`src/rtl/time_entry.sv`:
```
// time_entry: keypad M:SS entry, validation and timer load/run control for the microwave.
// Optional feature: define TIME_ENTRY_QUICKSTART_EN for start-in-IDLE (0:30) and +30 s while running.
module time_entry (
    input  logic       clk,
    input  logic       clrn,
    input  logic       key_valid,
    input  logic [3:0] key_code,
    input  logic       start,
    input  logic       stop,
    input  logic       clear,
    input  logic       tick,
    input  logic       timer_zero,
    output logic [3:0] d_min,
    output logic [3:0] d_sec_tens,
    output logic [3:0] d_sec_ones,
    output logic       loadn,
    output logic       tim_en,
    output logic       busy,
    output logic       done,
    output logic       err
);
    typedef enum logic [2:0] {IDLE, ENTRY, LOAD, RUN, PAUSE} state_t;

    state_t     state, nstate;
    logic [1:0] cnt, n_cnt;
    logic [3:0] n_min, n_tens, n_ones;
    logic       n_err, n_done;
    logic       tz, key_bad, entry_zero;

    // Completion only counts while running; a zero timer is the normal resting value elsewhere.
    assign tz         = timer_zero && state == RUN;
    // A key that is illegal, overflows the entry, would push >5 into seconds-tens, or arrives while busy.
    assign key_bad    = key_code > 4'd9 || cnt == 2'd3 || (cnt != 2'd0 && d_sec_ones > 4'd5) ||
                        !(state == IDLE || state == ENTRY);
    assign entry_zero = d_min == 4'd0 && d_sec_tens == 4'd0 && d_sec_ones == 4'd0;

`ifdef TIME_ENTRY_QUICKSTART_EN
    logic [3:0] sum_tens;
    logic       carry, sat;
    assign sum_tens = d_sec_tens + 4'd3;
    assign carry    = sum_tens > 4'd5;
    assign sat      = carry && d_min == 4'd9;
`endif

    // State, entry register and the registered err/done pulses.
    always_ff @(posedge clk or negedge clrn) begin
        if (!clrn) begin
            state      <= IDLE;
            cnt        <= 2'd0;
            d_min      <= 4'd0;
            d_sec_tens <= 4'd0;
            d_sec_ones <= 4'd0;
            err        <= 1'b0;
            done       <= 1'b0;
        end else begin
            state      <= nstate;
            cnt        <= n_cnt;
            d_min      <= n_min;
            d_sec_tens <= n_tens;
            d_sec_ones <= n_ones;
            err        <= n_err;
            done       <= n_done;
        end
    end

    // Next state with strobe priority clear > timer_zero > stop > start > key.
    always_comb begin
        nstate = (state == LOAD) ? RUN : state;
        n_cnt  = cnt;
        n_min  = d_min;
        n_tens = d_sec_tens;
        n_ones = d_sec_ones;
        n_err  = 1'b0;
        n_done = 1'b0;
        if (clear || tz) begin
            nstate = IDLE;
            n_cnt  = 2'd0;
            n_min  = 4'd0;
            n_tens = 4'd0;
            n_ones = 4'd0;
            n_done = !clear;
        end else if (stop) begin
            if (state == RUN)
                nstate = PAUSE;
        end else if (start) begin
            case (state)
                IDLE: begin
`ifdef TIME_ENTRY_QUICKSTART_EN
                    nstate = LOAD;
                    n_cnt  = 2'd3;
                    n_min  = 4'd0;
                    n_tens = 4'd3;
                    n_ones = 4'd0;
`else
                    n_err  = 1'b1;
`endif
                end
                ENTRY: begin
                    nstate = entry_zero ? IDLE : LOAD;
                    n_cnt  = entry_zero ? 2'd0 : cnt;
                    n_err  = entry_zero;
                end
                PAUSE: nstate = RUN;
`ifdef TIME_ENTRY_QUICKSTART_EN
                RUN: begin
                    nstate = LOAD;
                    n_min  = sat ? 4'd9 : (carry ? d_min + 4'd1 : d_min);
                    n_tens = sat ? 4'd5 : (carry ? sum_tens - 4'd6 : sum_tens);
                    n_ones = sat ? 4'd9 : d_sec_ones;
                end
`endif
                default: ;
            endcase
        end else if (key_valid) begin
            if (key_bad) begin
                n_err = 1'b1;
            end else begin
                nstate = ENTRY;
                n_cnt  = cnt + 2'd1;
                n_min  = d_sec_tens;
                n_tens = d_sec_ones;
                n_ones = key_code;
            end
        end
    end

    // Timer interface decoded from state; only tim_en follows tick combinationally in RUN.
    always_comb begin
        loadn  = state != LOAD;
        tim_en = state == LOAD || (state == RUN && tick);
        busy   = state == LOAD || state == RUN || state == PAUSE;
    end
endmodule

```
`config.mk`:
```
export PLATFORM = sky130hd
export DESIGN_NAME = time_entry
export DESIGN_NICKNAME = d
export VERILOG_FILES = /design/src/rtl/time_entry.sv
export SDC_FILE = /design/constraint.sdc
export NUM_CORES = 1
export LEC_CHECK = 0
export ABC_AREA = 1
export CELL_PAD_IN_SITES_DETAIL_PLACEMENT = 0
export CELL_PAD_IN_SITES_GLOBAL_PLACEMENT = 1
export CORE_AREA = 3 3 63 59
export DETAILED_ROUTE_END_ITERATION = 10
export DIE_AREA = 0 0 66 62
export HOLD_SLACK_MARGIN = 0.03
export PLACE_DENSITY = 0.77
export SLEW_MARGIN = 20
export SYNTH_ARGS = -nofsm -noshare
export SYNTH_HDL_FRONTEND = slang
export SYNTH_SLANG_ARGS = --single-unit
export TNS_END_PERCENT = 30
```
`constraint.sdc`:
```
create_clock -name clk -period 3 [get_ports clk]
set_input_delay 0.45 -clock clk [delete_from_list [all_inputs] [get_ports clk]]
set_output_delay 0.45 -clock clk [all_outputs]
set_load 0.02 [all_outputs]
```
Word level (Yosys, flattened, before mapping). Index checks and enable logic that the tools add are counted.

Bits of input ports: 12. Output and inout port bits: 17. Register bits after elaboration: 19. Word-level logic and storage cells: 84.

Mux-type cells: 38. Equal/unequal tests: 12. Add/sub/neg operators: 1. Reductions and logical operators: 24. Magnitude comparators: 2.

Operators by type and width (count): $mux W4 (15); $mux W3 (7); $mux W2 (8); $logic_not A4 Y1 (3); $logic_or A1 B1 Y1 (8); $eq A3 B2 Y1 const B (2); $mux W1 (6); $ne A2 B1 Y1 const B (3); $ne A3 B1 Y1 const B (2); $ne A3 B2 Y1 const B (2); $pmux W3 S2 (1); $logic_and A1 B1 Y1 (5); $reduce_and A5 Y1 (1); $gt A4 B3 Y1 const B (1); $gt A4 B4 Y1 const B (1); $reduce_and A4 Y1 (1); $reduce_bool A2 Y1 (2); $eq A3 B1 Y1 const B (1); $eq A3 B3 Y1 const B (1); $logic_not A3 Y1 (1); $reduce_bool A3 Y1 (1); $add A2 B1 Y2 const B (1); $eq A2 B2 Y1 const B (1); $logic_not A1 Y1 (2); $pmux W1 S2 (1).

Depth between registers and ports, before layout.
Depth after elaboration: 9. Depth in mapped cells: 9. Gate-level depth less buffers: 9.

Worst setup path before layout. No wires, ideal clock.

Path kind: reg-to-reg. Start: reg cnt[0]. End: reg d_sec_tens[1]. Cell stages (with the launch flop): 10. Library setup time: 66 ps. Buffers on the path: 1. Setup slack: 1622 ps. Clock period less this slack: 1378 ps. Required time: 2934 ps. Data arrival time: 1312 ps. Cells stage by stage: dfrtp_1 -> ha_1 -> inv_1 -> nand2_2 -> nor2_4 -> nand2_2 -> nor3_4 -> buf_6 -> nand3_1 -> nand2_1.

Longest elaborated chain between the ends: 6. Elaborated cells on any way between the ends: 8. Those cells by class: eq/ne: 2; reduce/logical: 6.

Ends and longest elaborated chain: start, declared (RTL line 25) `logic [1:0] cnt, n_cnt;`; start signal, assigned (RTL line 57) `cnt <= n_cnt;`; $eq A2 B2 Y1 / $reduce_bool A2 Y1 (equally long branches) (RTL line 33) `assign key_bad = key_code > 4'd9 || cnt == 2'd3 || (cnt != 2'd0 && d_sec_ones > 4'd5) ||`; $logic_or A1 B1 Y1 / $logic_and A1 B1 Y1 (equally long branches) (RTL line 33); $logic_or A1 B1 Y1 * (2 in series) (RTL line 33); $ne A2 B1 Y1 (no line) *; $reduce_and A4 Y1 (no line) *; end signal, assigned (RTL line 59) `d_sec_tens <= n_tens;`; end, declared (RTL line 14) `output logic [3:0] d_sec_tens,`.

Every way passes the cells marked *; elsewhere a longest branch is shown, timed or not. A chain may end at the register's enable or synchronous reset.

Worst setup path in the final report.
Start: reg state[2]. End: out tim_en.

Longest elaborated chain between the ends: 3. Elaborated cells on any way between the ends: 4. Those cells by class: eq/ne: 2; reduce/logical: 2.

Ends and longest elaborated chain: start, declared (RTL line 24) `state_t state, nstate;`; start signal, assigned (RTL line 56) `state <= nstate;`; $eq A3 B2 Y1 (RTL line 130) `tim_en = state == LOAD || (state == RUN && tick);`; $logic_and A1 B1 Y1 (RTL line 130); $logic_or A1 B1 Y1 * (RTL line 130); end, declared (RTL line 17) `output logic tim_en,`.

Marks and branches as above.

==> impl_summary.md <==
Timing
The final cycle utilization of the critical path is between 70% and 80%. Setup repair after global routing left no endpoint under its margin. The achievable frequency is 0.475 GHz. The number of failing setup endpoints in the final timing report is 0.

The worst-margin pin slew is 0.886 ns. The worst pin sits at a relative slew slack of between 40% and 50%. Setup total negative slack on the finished layout was measured at 0 ns. The number of hold violations in the final report is 0.

The final critical-path required period is 2.11 ns. Final hold analysis gives a worst-case slack of around 0.55 ns. On the final layout, the worst clock skew is between 0.002 and 0.0025 ns.

The final count of pins violating max slew came to 0.

Place
In this run the tool buffered the top-level ports with 28 buffer cells. The total placed instance area is 0.00143 sq mm. After detailed placement, the design holds a cell count of 214. At the end of routability-driven placement, the weighted congestion stood at 0.817. The placed wire-length estimate is 1.99 mm.

Clock network
The deepest level of the CTS H-tree is 1. The clock drives 19 sinks. The latest clock arrival within the worst-skew pair is 0.29 ns. In this run, CTS created clock tree buffers numbering 3. The number of setup buffers added after CTS is 0. The clock slew seen by the registers of the worst setup and hold paths is approximately 0.11 ns.

The longest clock path from root to sink contains 2 buffers. In this run, post-CTS repair resized a total of 0 instances. The cell sitting at the root of the clock tree is a sky130_fd_sc_hd__clkbuf_4.

TritonCTS built the clock tree. After clock tree synthesis, the flow added hold-fix buffers numbering 0.

Layout
The layout cell share with drive strength beyond 1 is just over 10%. The layout has 301 filler cells. Excluding fillers, the count of instances in the completed layout stands at roughly 220. The number of diodes is 0. In the layout the commonest cells are sky130_fd_sc_hd__nand2_1 (34), sky130_fd_sc_hd__nand3_1 (28), sky130_fd_sc_hd__clkdlybuf4s50_1 (28).

The layout overhead on the synthesized area is 29.4%. The final cell area excluding filler cells is 0.00146 sq mm. The core occupancy in the finished layout is 47.5%. Leaving out fill and tap cells, the most frequent cell in the layout is sky130_fd_sc_hd__nand2_1. The post-layout net count is 191.

Critical path
The number of buffers and inverters on the critical path is 2. STA puts the critical path data arrival time at 1.66 ns. The cell family contributing the most delay on the critical path is buffers and inverters. The critical path required time is 2.55 ns. On the worst path, the slowest cell contributes a delay of roughly 0.6 ns. In this run the worst path has a maximum fanout of 5.

The launching element type of the critical path is a register. The worst-path cell with the longest stage delay is sky130_fd_sc_hd__clkdlybuf4s50_1. The critical path in this run is classified as register to primary output. Traced cell by cell, the critical path runs through inv_1, nand2_2, nor2_1, clkdlybuf4s50_1. The kind of end point of the critical path is a primary output.

Power
The part of the power in combinational logic is between 10% and 20%. The leakage power of the design is around 0.74 nW. Summed over all nets, the switching power comes to approximately 140 uW. In this run switching power makes up 29.4% of total power. Power spread over the standard cell area amounts to ~340 mW/mm^2.

The share of power burned in the clock network is 27.0%. The maximum VDD drop is slightly above 200 uV. The internal power of the cells totals 348 uW. The sequential share of power is a little over half.

Drt
The detailed router finished its first iteration with 36 violations. The detailed router placed slightly above 1000 vias in this run. For this block, the routed nets add up to around 2.6 mm of wire. The detailed-route wire length per cell is 12.1 microns.

The count of nets left with antenna violations once routing finished came out at 0. The remaining routing DRC violations is 0. Before antenna repair, the detailed router went through 4 iterations. In the routed layout, each cell is associated on average with a via count of about 4.8.

Global route
The pin count of the biggest net entering global routing is 20. The initial antenna violation count was 0. The overflow left after global routing is 0. The first global-routing pass estimated ~4.6 mm of wire.

The total routing usage reported by global routing is 14.4%. The via count of the first global-routing pass was between 1000 and 1500.

Worst hold path
The path class of the tightest hold or removal check is register to register.

Die
29 I/O pins were placed. The area of the placeable core is around 0.003 sq mm. In this run the core area contains 19 standard-cell rows. Measured along the y axis, the die boundary spans around 62 microns. The floorplan die area is approximately 0.004 sq mm. The die is roughly 66 microns wide. The initial utilization of the core area, before any placement, comes to around 37%.

Synth
The top cell type by area accounts for between 40% and 50% of the synthesized area. The mean post-synth cell area is roughly 7.6 sq um. During synthesis, Yosys emitted a total of 0 warnings. The number of nets produced by synthesis is 162.

The post-synthesis cell type with the largest combined area is sky130_fd_sc_hd__dfrtp_1. The count of mapped cells out of synthesis is 148. The post-synthesis cell area is 0.00113 sq mm. Sequential elements use about 42% of the synthesized area. The number of different library cells in the post-synthesis netlist is 24. By area the synthesized netlist is led by sky130_fd_sc_hd__dfrtp_1 (42%), sky130_fd_sc_hd__nand3_1 (12%), sky130_fd_sc_hd__nand2_1 (11%), sky130_fd_sc_hd__nor2_1 (6.0%), sky130_fd_sc_hd__inv_1 (5.7%). The synthesized design contains 19 register bits.

Run status
The run finished with clean final reports.

Job
The tool flagged a number of max-cap violations equal to 0.
cell type report:
cell class | instances | area (sq um) | area share [%]
inverters | 19 | 73.8 | 5.06
multi-input cells | 106 | 548 | 37.6
flip-flops and latches | 19 | 475 | 32.6
clock inverters | 1 | 5.00 | 0.343
clock buffers | 3 | 22.5 | 1.55
repair buffers | 28 | 280 | 19.2
well taps | 42 | 52.6 | 3.61
power groups by stage:
stage	sequential (mW)	clock, mW	combinational [mW]
floorplan	0.275	0	0.0521
global placement	0.274	0	0.0915
detailed placement	0.274	0	0.0921
CTS	0.269	0.139	0.0925
global route	0.270	0.151	0.103
finish	0.269	0.133	0.0907
worst min-delay path: cells and delay by family, from the launching register on:
| family | cells | cell delay (ns) |
|---|---|---|
| AND/OR/NAND/NOR | 2 | 0.15 |
| flip-flops | 1 | 0.38 |
metrics by stage:
step | worst slack (ns) | total power, mW
after floorplan | 1.62 | 0.328
after global placement | 0.929 | 0.366
after detailed placement | 0.901 | 0.366
after CTS | 0.883 | 0.501
after global routing | 0.783 | 0.525
final | 0.894 | 0.493
final timing paths:
kind | to | depth (start not counted) | slack, ns | from
setup / recovery | tim_en | 4 | 0.89 | state[2]
hold / removal | d_min[0] | 2 | 0.55 | d_min[0]
setup reg to reg | d_min[1] | 8 | 1.33 | cnt[0]
hold reg to reg | d_min[0] | 2 | 0.55 | d_min[0]
max in group asynchronous | d_sec_tens[0] | 1 | 1.82 | clrn
min in group asynchronous | done | 1 | 0.64 | clrn
synth_stat cells (all sizes together):
master	number
a21boi	1
buf	4
a21oi	3
ha	2
o211ai	1
o21ai	3
nand3	29
inv	19
nor3	3
nand4	3
dfrtp	19
nor2	22
nand2	39
registers in the layout (all words and copies together), names as in the netlist:
register / count
cnt: 2
d_min: 4
d_sec_ones: 4
d_sec_tens: 4
done: 1
err: 1
state: 3
logic make-up after synthesis:
group           after synthesis  synth area share, %
simple gates                 96                 42.4
fa+ha+maj                     2                 2.22
buf+inv                      23                 9.11
flops                        19                 42.2
compound gates                8                 4.00
layer usage:
metal	track usage [%]	wire length, microns	share of wire (%)	vias up
met5	0	0	0	-
met3	2.52	126	4.8	2
met4	3.48	20	0.76	0
met2	23.0	1220	46	23
met1	20.5	1280	48	479
li1	-	-	-	533
Power figures use the tool's default switching activity.
==> RTL edit: new RTL, config.mk and constraints unchanged <==
Add a define of `TIME_ENTRY_QUICKSTART_EN`.
--- a/src/rtl/time_entry.sv
+++ b/src/rtl/time_entry.sv
@@ -2,2 +2,4 @@
 // Optional feature: define TIME_ENTRY_QUICKSTART_EN for start-in-IDLE (0:30) and +30 s while running.
+`define TIME_ENTRY_QUICKSTART_EN
+
 module time_entry (
Formal check against the unedited RTL: not equivalent (Yosys sat finds a counterexample within 4 cycles, from zero or initial values).
==> RTL edit against the unedited design <==
  * Power is 56% higher
  * Worst setup slack got worse by 0.25 ns
  * Design area increased by 34%
  * Sequential cell count unchanged
  * Maximum frequency shrank 11%
  * Clock skew increased by 0.0033 ns
  * Utilization up 16 points
  * Routed wire length rose by 43%
  * Via count is 43% higher
  * Area after synthesis up 44%
  * Critical path type unchanged
==> RTL edit: results (changes against the unedited design) <==
.. list-table::
   :header-rows: 1

   * - Metric
     - Value
   * - Leading cell types by count after synthesis
     - nand2_1 (70), inv_1 (31), nand3_1 (25)
   * - Average via count per standard cell
     - 4.94 (+3.9%)
   * - Worst slack at placement
     - 0.736 ns (-0.165 ns)
   * - Placer Congestion
     - 0.823 (+0.75%)
   * - Remaining max-slew budget at the tightest pin
     - 0.371 (-0.0360)
   * - First-pass GRT wire length
     - 6.71 mm (+45%)
   * - Nets
     - 282 (+48%)
   * - Number of standard cells in the layout, taps in and fillers out
     - 301 (+38%)
   * - Post-DP HPWL
     - 2.88 mm (+45%)
   * - Syn nets
     - 252 (+56%)
   * - Leakage power figure
     - 1.01 nW (+37%)
   * - Iteration count of the initial detailed-routing pass
     - 4 (unchanged)
   * - Max Clock Skew
     - 0.00561 ns (+0.00326 ns)
   * - Sequential cell area fraction in the yosys report
     - 0.294 (-0.129)
   * - Arrival time at the worst endpoint
     - 1.91 ns (+0.25 ns)
   * - Avg WL per Cell
     - 12.5 um (+3.2%)
   * - Worst setup margin
     - 0.644 ns (-0.250 ns)
   * - Count of mapped cells out of synthesis
     - 230 (+55%)
   * - IR Drop Worst-Case VDD
     - 0.224 mV (+9.9%)
   * - Reg2reg setup slack
     - 1.12 ns (-0.21 ns)
   * - Most area-consuming cells after synthesis
     - dfrtp_1 (29%), nand2_1 (16%), ha_1 (7.7%)
   * - Final-layout fill cell count
     - 297 (-1.3%)
   * - Via count of the first global-routing pass
     - 1472 (+46%)
   * - Synth area leader
     - dfrtp_1
   * - Library cells used by synthesis
     - 30 (+25%)
   * - Gr usage total
     - 0.212 (+0.0679)
   * - Layout cells sized above 1
     - 0.120 (+0.0174)
   * - Detailed Route Iter0 Violations
     - 81 (+130%)
   * - Max FO, Critical Path
     - 6 (+1)
   * - Worst skew pair latency
     - 0.32 ns (+0.03 ns)
   * - Final Hold Slack
     - 0.523 ns (-0.0308 ns)
   * - Status
     - complete, no violations
RTL edit: changes by cell type after synthesis, moves of 4 or more:
cell | before | now
inv_2 | 1 | 5
nand2_1 | 34 | 70
ha_1 | 2 | 10
inv_1 | 17 | 31
o21ai_1 | 0 | 4
RTL edit: cells by family (layout without fill, tap and decap cells):
group | after synthesis | in the layout | synth area share
DFF | 19 | 19 | 0.294
buffers and inverters | 40 | 69 | 0.103
xor gates and xnor gates | 2 | 2 | 0.0108
AOI/OAI and AO/OA | 22 | 22 | 0.0827
adders and majority gates | 10 | 10 | 0.0773
and+or+nand+nor | 137 | 137 | 0.433
RTL edit: final cells by class:
cell class / count / area, sq um / area share
clock buffer: 4 / 26.3 / 0.0134
inverter: 36 / 135 / 0.0691
multi-input combinational: 171 / 977 / 0.500
sequential: 19 / 475 / 0.243
tap: 42 / 52.6 / 0.0269
timing repair buffer: 29 / 288 / 0.147
RTL edit: where the power goes:
part	leakage, nW	switching [mW]	internal (mW)	total (mW)
Combinational	0.736	0.186	0.126	0.312
Sequential	0.256	0.0326	0.278	0.310
Clock	0.0150	0.0925	0.0521	0.145
Total	1.01	0.311	0.456	0.767
RTL edit: final timing paths:
kind / end / from / cells past startpoint
max: tim_en / state[2]$_DFF_PN0_ / 6
min: cnt[1]$_DFFE_PN0P_ / cnt[1]$_DFFE_PN0P_ / 2
max reg2reg: d_sec_ones[0]$_DFFE_PN0P_ / d_sec_tens[0]$_DFFE_PN0P_ / 11
min reg2reg: cnt[1]$_DFFE_PN0P_ / cnt[1]$_DFFE_PN0P_ / 2
max in group asynchronous: cnt[0]$_DFFE_PN0P_ / clrn / 1
min in group asynchronous: d_min[0]$_DFFE_PN0P_ / clrn / 1
RTL edit: critical path: stages, from the launching register on:
cell             delay [ns]
dfrtp_1                0.47
inv_2                  0.16
nand3_4                0.12
inv_1                  0.13
nand2_1                0.06
nand2_1                0.05
clkdlybuf4s50_1        0.59
RTL edit: routing by layer:
metal | up-vias | track usage | wire [um]
met5 | - | 0 | 0
met3 | 5 | 0.0252 | 151
met2 | 38 | 0.326 | 1520
met1 | 657 | 0.315 | 2040
met4 | 0 | 0.0609 | 53
li1 | 788 | - | -
RTL edit: stage by stage:
step                      power [mW]  area [sq um]  utilization
final                          0.767          1950        0.637
after global routing           0.826          1950        0.637
after CTS                      0.770          1950        0.637
after detailed placement       0.628          1930        0.629
after global placement         0.629          1930        0.629
after floorplan                0.527          1620            -
